### src/rtl/tap_pkg.sv
// Shared TAP definitions: state encoding, instruction opcodes and TDO source select.
// Imported by the TAP controller and by the test-data-register block.
package tap_pkg;

  typedef enum logic [3:0] {
    ST_TLR    = 4'hF,
    ST_RTI    = 4'hC,
    ST_SEL_DR = 4'h7,
    ST_CAP_DR = 4'h6,
    ST_SH_DR  = 4'h2,
    ST_EX1_DR = 4'h1,
    ST_PAU_DR = 4'h3,
    ST_EX2_DR = 4'h0,
    ST_UPD_DR = 4'h5,
    ST_SEL_IR = 4'h4,
    ST_CAP_IR = 4'hE,
    ST_SH_IR  = 4'hA,
    ST_EX1_IR = 4'h9,
    ST_PAU_IR = 4'hB,
    ST_EX2_IR = 4'h8,
    ST_UPD_IR = 4'hD
  } tap_state_e;

  localparam logic [3:0] BYPASS   = 4'hF;
  localparam logic [3:0] SAMPLE   = 4'h1;
  localparam logic [3:0] EXTEST   = 4'h2;
  localparam logic [3:0] INTEST   = 4'h3;
  localparam logic [3:0] RUNBIST  = 4'h4;
  localparam logic [3:0] CLAMP    = 4'h5;
  localparam logic [3:0] HIGHZ    = 4'h6;
  localparam logic [3:0] IDCODE   = 4'h7;
  localparam logic [3:0] USERCODE = 4'h8;

  localparam logic [3:0] IR_CAPTURE_DEFAULT = 4'b0001;

  // Which serial source drives TDO during a shift
  typedef enum logic [1:0] {
    SEL_INT  = 2'd0,
    SEL_ID   = 2'd1,
    SEL_USER = 2'd2,
    SEL_BSR  = 2'd3
  } tdo_sel_e;

endpackage

### src/rtl/tap_fsm.sv
// 16-state IEEE 1149.1 TAP state machine: state register plus TMS-driven next-state logic.
module tap_fsm
  import tap_pkg::*;
(
  input  logic       TCK,
  input  logic       TRST,
  input  logic       TMS,
  output tap_state_e state
);

  tap_state_e r_state;
  tap_state_e w_next;

  always_ff @(posedge TCK or negedge TRST) begin
    if (!TRST) r_state <= ST_TLR;
    else       r_state <= w_next;
  end

  always_comb begin
    w_next = ST_TLR;
    case (r_state)
      ST_TLR:    w_next = TMS ? ST_TLR    : ST_RTI;
      ST_RTI:    w_next = TMS ? ST_SEL_DR : ST_RTI;
      ST_SEL_DR: w_next = TMS ? ST_SEL_IR : ST_CAP_DR;
      ST_CAP_DR: w_next = TMS ? ST_EX1_DR : ST_SH_DR;
      ST_SH_DR:  w_next = TMS ? ST_EX1_DR : ST_SH_DR;
      ST_EX1_DR: w_next = TMS ? ST_UPD_DR : ST_PAU_DR;
      ST_PAU_DR: w_next = TMS ? ST_EX2_DR : ST_PAU_DR;
      ST_EX2_DR: w_next = TMS ? ST_UPD_DR : ST_SH_DR;
      ST_UPD_DR: w_next = TMS ? ST_SEL_DR : ST_RTI;
      ST_SEL_IR: w_next = TMS ? ST_TLR    : ST_CAP_IR;
      ST_CAP_IR: w_next = TMS ? ST_EX1_IR : ST_SH_IR;
      ST_SH_IR:  w_next = TMS ? ST_EX1_IR : ST_SH_IR;
      ST_EX1_IR: w_next = TMS ? ST_UPD_IR : ST_PAU_IR;
      ST_PAU_IR: w_next = TMS ? ST_EX2_IR : ST_PAU_IR;
      ST_EX2_IR: w_next = TMS ? ST_UPD_IR : ST_SH_IR;
      ST_UPD_IR: w_next = TMS ? ST_SEL_DR : ST_RTI;
      default:   w_next = ST_TLR;
    endcase
  end

  assign state = r_state;

endmodule

### src/rtl/tap_ctrl.sv
// TAP controller: FSM, instruction/bypass registers, DR strobes and TDO mux.
// Defining TAP_STATE_OUT_EN adds the TAP_STATE debug port.
module tap_ctrl
  import tap_pkg::*;
#(
  parameter int                    IR_WIDTH         = 4,
  parameter logic [IR_WIDTH-1:0]   IR_RESET_VALUE   = IR_WIDTH'(IDCODE),
  parameter logic [IR_WIDTH-1:0]   IR_CAPTURE_VALUE = IR_WIDTH'(IR_CAPTURE_DEFAULT)
) (
  input  logic                TCK,
  input  logic                TRST,
  input  logic                TMS,
  input  logic                TDI,
  input  logic                BSR_TDO,
  input  logic                ID_TDO,
  input  logic                USER_TDO,
  output logic                TLR,
  output logic                CAPTURE_DR,
  output logic                SHIFT_DR,
  output logic                UPDATE_DR,
  output logic                ENABLE,
  output logic [IR_WIDTH-1:0] LATCH_IR,
  output logic                TDO,
`ifdef TAP_STATE_OUT_EN
  output logic [3:0]          TAP_STATE,
`endif
  output logic                TDO_EN
);

  tap_state_e            w_state;
  logic                  w_sh_dr;
  logic                  w_sh_ir;
  logic                  w_tdo_int;
  tdo_sel_e              w_sel;
  logic [IR_WIDTH-1:0]   r_ir_sr;
  logic [IR_WIDTH-1:0]   r_latch_ir;
  logic                  r_bypass;
  logic                  r_tdo_q;
  logic                  r_tdo_en;
  tdo_sel_e              r_tdo_sel;

  tap_fsm u_fsm (
    .TCK   (TCK),
    .TRST  (TRST),
    .TMS   (TMS),
    .state (w_state)
  );

  assign w_sh_dr    = (w_state == ST_SH_DR);
  assign w_sh_ir    = (w_state == ST_SH_IR);
  assign TLR        = (w_state == ST_TLR);
  assign CAPTURE_DR = (w_state == ST_CAP_DR);
  assign SHIFT_DR   = w_sh_dr;
  assign UPDATE_DR  = (w_state == ST_UPD_DR);
  assign ENABLE     = (w_state == ST_CAP_DR) || (w_state == ST_SH_DR)  ||
                      (w_state == ST_EX1_DR) || (w_state == ST_PAU_DR) ||
                      (w_state == ST_EX2_DR) || (w_state == ST_UPD_DR);

  always_ff @(posedge TCK or negedge TRST) begin
    if (!TRST) begin
      r_ir_sr  <= IR_CAPTURE_VALUE;
      r_bypass <= 1'b0;
    end else begin
      if (w_state == ST_CAP_IR) r_ir_sr <= IR_CAPTURE_VALUE;
      else if (w_sh_ir)         r_ir_sr <= {TDI, r_ir_sr[IR_WIDTH-1:1]};
      if (w_state == ST_CAP_DR) r_bypass <= 1'b0;
      else if (w_sh_dr)         r_bypass <= TDI;
    end
  end

  // Unknown opcodes fall through to the bypass register
  always_comb begin
    w_sel = SEL_INT;
    if (w_sh_dr) begin
      case (r_latch_ir)
        IDCODE:                 w_sel = SEL_ID;
        USERCODE:               w_sel = SEL_USER;
        SAMPLE, EXTEST, INTEST: w_sel = SEL_BSR;
        default:                w_sel = SEL_INT;
      endcase
    end
  end

  assign w_tdo_int = w_sh_ir ? r_ir_sr[0] : r_bypass;

  always_ff @(negedge TCK or negedge TRST) begin
    if (!TRST) begin
      r_latch_ir <= IR_RESET_VALUE;
      r_tdo_q    <= 1'b0;
      r_tdo_en   <= 1'b0;
      r_tdo_sel  <= SEL_INT;
    end else begin
      if (w_state == ST_TLR)         r_latch_ir <= IR_RESET_VALUE;
      else if (w_state == ST_UPD_IR) r_latch_ir <= r_ir_sr;
      r_tdo_q   <= w_tdo_int;
      r_tdo_en  <= w_sh_dr || w_sh_ir;
      r_tdo_sel <= w_sel;
    end
  end

  // External chains are already negedge-registered, so only the select is held here
  always_comb begin
    TDO = 1'b0;
    if (r_tdo_en) begin
      case (r_tdo_sel)
        SEL_ID:   TDO = ID_TDO;
        SEL_USER: TDO = USER_TDO;
        SEL_BSR:  TDO = BSR_TDO;
        default:  TDO = r_tdo_q;
      endcase
    end
  end

  assign LATCH_IR = r_latch_ir;
  assign TDO_EN   = r_tdo_en;
`ifdef TAP_STATE_OUT_EN
  assign TAP_STATE = w_state;
`endif

endmodule
### config.mk
export PLATFORM = sky130hd
export DESIGN_NAME = tap_ctrl
export DESIGN_NICKNAME = d
export VERILOG_FILES = /design/src/rtl/tap_pkg.sv /design/src/rtl/tap_fsm.sv /design/src/rtl/tap_ctrl.sv
export SDC_FILE = /design/constraint.sdc
export NUM_CORES = 1
export LEC_CHECK = 0
export BUFFER_PORTS_ARGS = -buffer_cell sky130_fd_sc_hd__buf_2
export CORE_UTILIZATION = 31
export DETAILED_ROUTE_END_ITERATION = 12
export PLACE_DENSITY = 0.59
export SLEW_MARGIN = 20
export SYNTH_ARGS = -nofsm -noshare
export SYNTH_HDL_FRONTEND = slang
export SYNTH_SLANG_ARGS = --single-unit
### constraint.sdc
create_clock -name TCK -period 3.2 [get_ports TCK]
set_input_delay 0.16 -clock TCK [delete_from_list [all_inputs] [get_ports TCK]]
set_output_delay 0.16 -clock TCK [all_outputs]
set_load 0.02 [all_outputs]
; Word-level counts from Yosys, hierarchy flattened
; Index checks and enable logic that the tools add are counted.
[word_totals]
regBits = 17
out_inout_bits = 11
[classes]
n_eq_ne = 23
n_mux = 24
reduce_logical = 14
[op_table]
columns = op, count
row1 = $pmux W4 S12, 1
row2 = $eq A4 B4 Y1 const B, 9
row3 = $eq A4 B3 Y1 const B, 5
row4 = $mux W4, 5
row5 = $eq A4 B2 Y1 const B, 4
row6 = $mux W2, 7
row7 = $mux W3, 4
row8 = $eq A4 B1 Y1 const B, 2
row9 = $logic_or A1 B1 Y1, 6
row10 = $pmux W2 S3, 1
row11 = $reduce_bool A2 Y1, 3
row12 = $reduce_or A3 Y1, 2
row13 = $mux W1, 5
row14 = $eq A2 B2 Y1 const B, 2
row15 = $logic_not A4 Y1, 1
row16 = $reduce_or A2 Y1, 2
row17 = $pmux W1 S3, 1
row18 = $eq A2 B1 Y1 const B, 1

; Logic depth before layout (Yosys ltp)
[depth]
word_depth = 6
depth_mapped = 4
depth_no_buf = 3

; Cells and area by module
; Synthesis repeated with hierarchy kept, for this count alone.
[hier_totals]
cells_unflattened = 84
area_unflattened_um2 = 845.8
[by_module_without_submodules]
columns = module, instances, cells_per_inst, area_per_inst_um2, seq_area_each_um2
row1 = tap_ctrl, 1, 65, 648.1, 330.3
row2 = tap_fsm, 1, 19, 197.7, 105.1

==> metrics.txt <==
Net Count, Synth 92; RePlAce Congestion roughly 0.70; mapped cell area 840 um2; port buffer count 17; RSZ-0062 raised after global routing yes; violated checks setup timing; Netlist cell types 31; vias in the first global route 589; DIE AREA 2920 um2; CTS buffer count 3; CTS clk-pin slew, worst paths around 0.10 ns; largest net degree at the start of global routing 18; Clock Path Buffers 2; CP Capture Type primary output; Clock Tree Root clkbuf_4; Data arrival, critical path 3.08 ns; Yosys top cell area share 25.0%; Max Cap Viol 0; GR Overflow Total 0; fillcell total 279; final setup fails 1; maximum vdd drop 0.563 mV; Multi-input gate area 364 um2; max-slew violation count 0; Final Hold Viols 0; Ports 18; Top delay family on crit path multiplexers; crit path cell chain mux4_2 > and2_4 > buf_6; number of flops mapped to enable cells by yosys 0; Starting Density 33.3%; area delta synth->final 19.4%; Routed Antenna Nets 0; crit path launch type flip-flop; total power about 0.97 mW; Async SR Flop Fraction 100%; # rows 18; top area cells in the synthesized netlist dfstp_2, dfrtn_1, dfrtp_1; first-pass GRT wire length between 2000 and 3000 um; routed len/inst 11.7 um; Routed WL 1600 um; Main synth FF type dfstp_2; total negative slack -0.0363 ns; share of cells above drive strength 1 34.9%; Mapped Cells 85; CTS tree built; static leakage 0.485 nW; CTS Sinks 17; drt first pass iters 4; DR DRC count 0; Synth top cells by count nand2_1, o21ai_0, dfstp_2, nor2_1, inv_1; register area share after synthesis approximately half; Worst-Margin Slew 0.379 ns; syn avg cell area a little under 10 um2; CTS H-Tree Depth 1; initial antenna violation count 0; Clock Skew between 0.05 and 0.06 ns; most common cell in the netlist nand2_1; relative slew slack 74.7%; HP Class input pin to flip-flop; pwr dens around 970 nW/um2; vias per cell 4.96; Die W 54.0 um; number of DRC markers in iteration 0 19; crit-path max FO 1; final net count 114; Die Y 54.0 um; Critical Path RT 3.04 ns; yosys warns 0; Crit Path Class flip-flop to primary output; Worst Slack Setup Final -0.0363 ns; detailed-placement wirelength estimate 1170 um; Clock Latency Late Sink 0.34 ns; core area between 2000 and 3000 um2; Synth area leader dfstp_2; via count 675; Ant. Diodes 0; Crit-path slowest cell mux4_2; Buf+Inv Stages, Crit Path 1; outcome complete, but fails checks; CP peak stage delay 0.50 ns; fin util 39.7%; Tot GR Track Use a little over an eighth; Yosys reg bits 17; area occupied by registers 435 um2
## cells in the final DEF (no fill, tap or decap)
master / n
a211o_1: 1
a211oi_1: 1
a21oi_1: 3
a31oi_1: 1
a41oi_1: 1
and2_4: 1
buf_2: 16
buf_4: 1
buf_6: 1
clkbuf_1: 1
clkbuf_4: 3
dfrtn_1: 5
dfrtp_1: 4
dfstp_2: 8
dlygate4sd3_1: 1
inv_1: 8
maj3_1: 1
mux2_1: 1
mux2_2: 1
mux4_2: 1
nand2_1: 13
nand2b_1: 3
nand2b_2: 1
nand3_1: 1
nand3b_2: 1
nor2_1: 8
nor3_1: 2
nor3_2: 1
nor3b_2: 1
nor4b_1: 1
o21ai_0: 9
o31ai_1: 1
o41ai_1: 1
or3_4: 1
or3b_1: 1
xor2_1: 1
## per-layer routing
layer / part of all wire (%) / up-vias / track usage [%]
li1: - / 331 / -
met5: 0 / - / 0
met2: 48 / 26 / 21.0
met1: 44 / 318 / 17.1
met4: 0 / 0 / 2.56
met3: 7.9 / 0 / 5.93
## kinds of logic after synthesis
logic type,after synthesis,synth area share (%)
xor+xnor,1,1.04
compound gates,18,12.8
mux,3,5.36
buf+inv,10,5.07
simple gates,35,22.7
flops,17,51.9
fa+ha+maj,1,1.19
## layout make-up
cell class,instances,share of cell area [%]
Clock inverter,3,1.12
Clock buffer,4,2.62
Timing Repair Buffer,19,10.9
Sequential cell,17,43.4
Inverter,5,1.87
Tap cell,30,3.75
Multi-Input combinational cell,58,36.3
## state kept, by name (all words and copies together) (netlist names)
register / cells
LATCH_IR: 4
r_ir_sr: 4
u_fsm.state: 4
r_tdo_sel: 2
TDO_EN: 1
r_bypass: 1
r_tdo_q: 1
## metrics by stage
stage | cells | setup WS [ns] | cell area, um2 | hold slack [ns]
final | 136 | -0.0363 | 1000 | 0.101
after global routing | 136 | -0.0801 | 1000 | 0.0976
after CTS | 136 | -0.0478 | 1000 | 0.0891
after detailed placement | 129 | 0.218 | 950 | 0.105
after global placement | 129 | 0.252 | 950 | 0.106
after floorplan | 85 | 0.240 | 840 | -0.136
## power by group
part	total [mW]	leakage, nW	internal (mW)	switching [mW]
clock network	0.127	0.0310	0.0533	0.0736
registers	0.467	0.206	0.339	0.128
logic	0.376	0.247	0.164	0.212
total	0.970	0.485	0.557	0.413
## worst paths after layout
path	startpoint	to	slack, ns	cells after the start
worst min register to register	r_ir_sr[0]	r_ir_sr[0]	0.50	2
worst min-delay path	TMS	u_fsm.state[0]	0.10	2
max in group asynchronous	TRST	LATCH_IR[0]	1.02	2
worst max-delay path	r_tdo_sel[0]	TDO	-0.04	3
worst max register to register	u_fsm.state[1]	r_tdo_q	0.21	3
min in group asynchronous	TRST	r_bypass	0.31	2
## what timing repair did
item | 4_1_cts | 5_1_grt
endpoints found under the setup margin | 1 | 1
hold buffers | 1 | 0
gates cloned | 0 | 0
buffers inserted | 0 | 0
endpoints found under the hold margin | 4 | 0
pin swaps | 1 | 0
gates resized for setup | 3 | 0
Power figures use the tool's default switching activity.
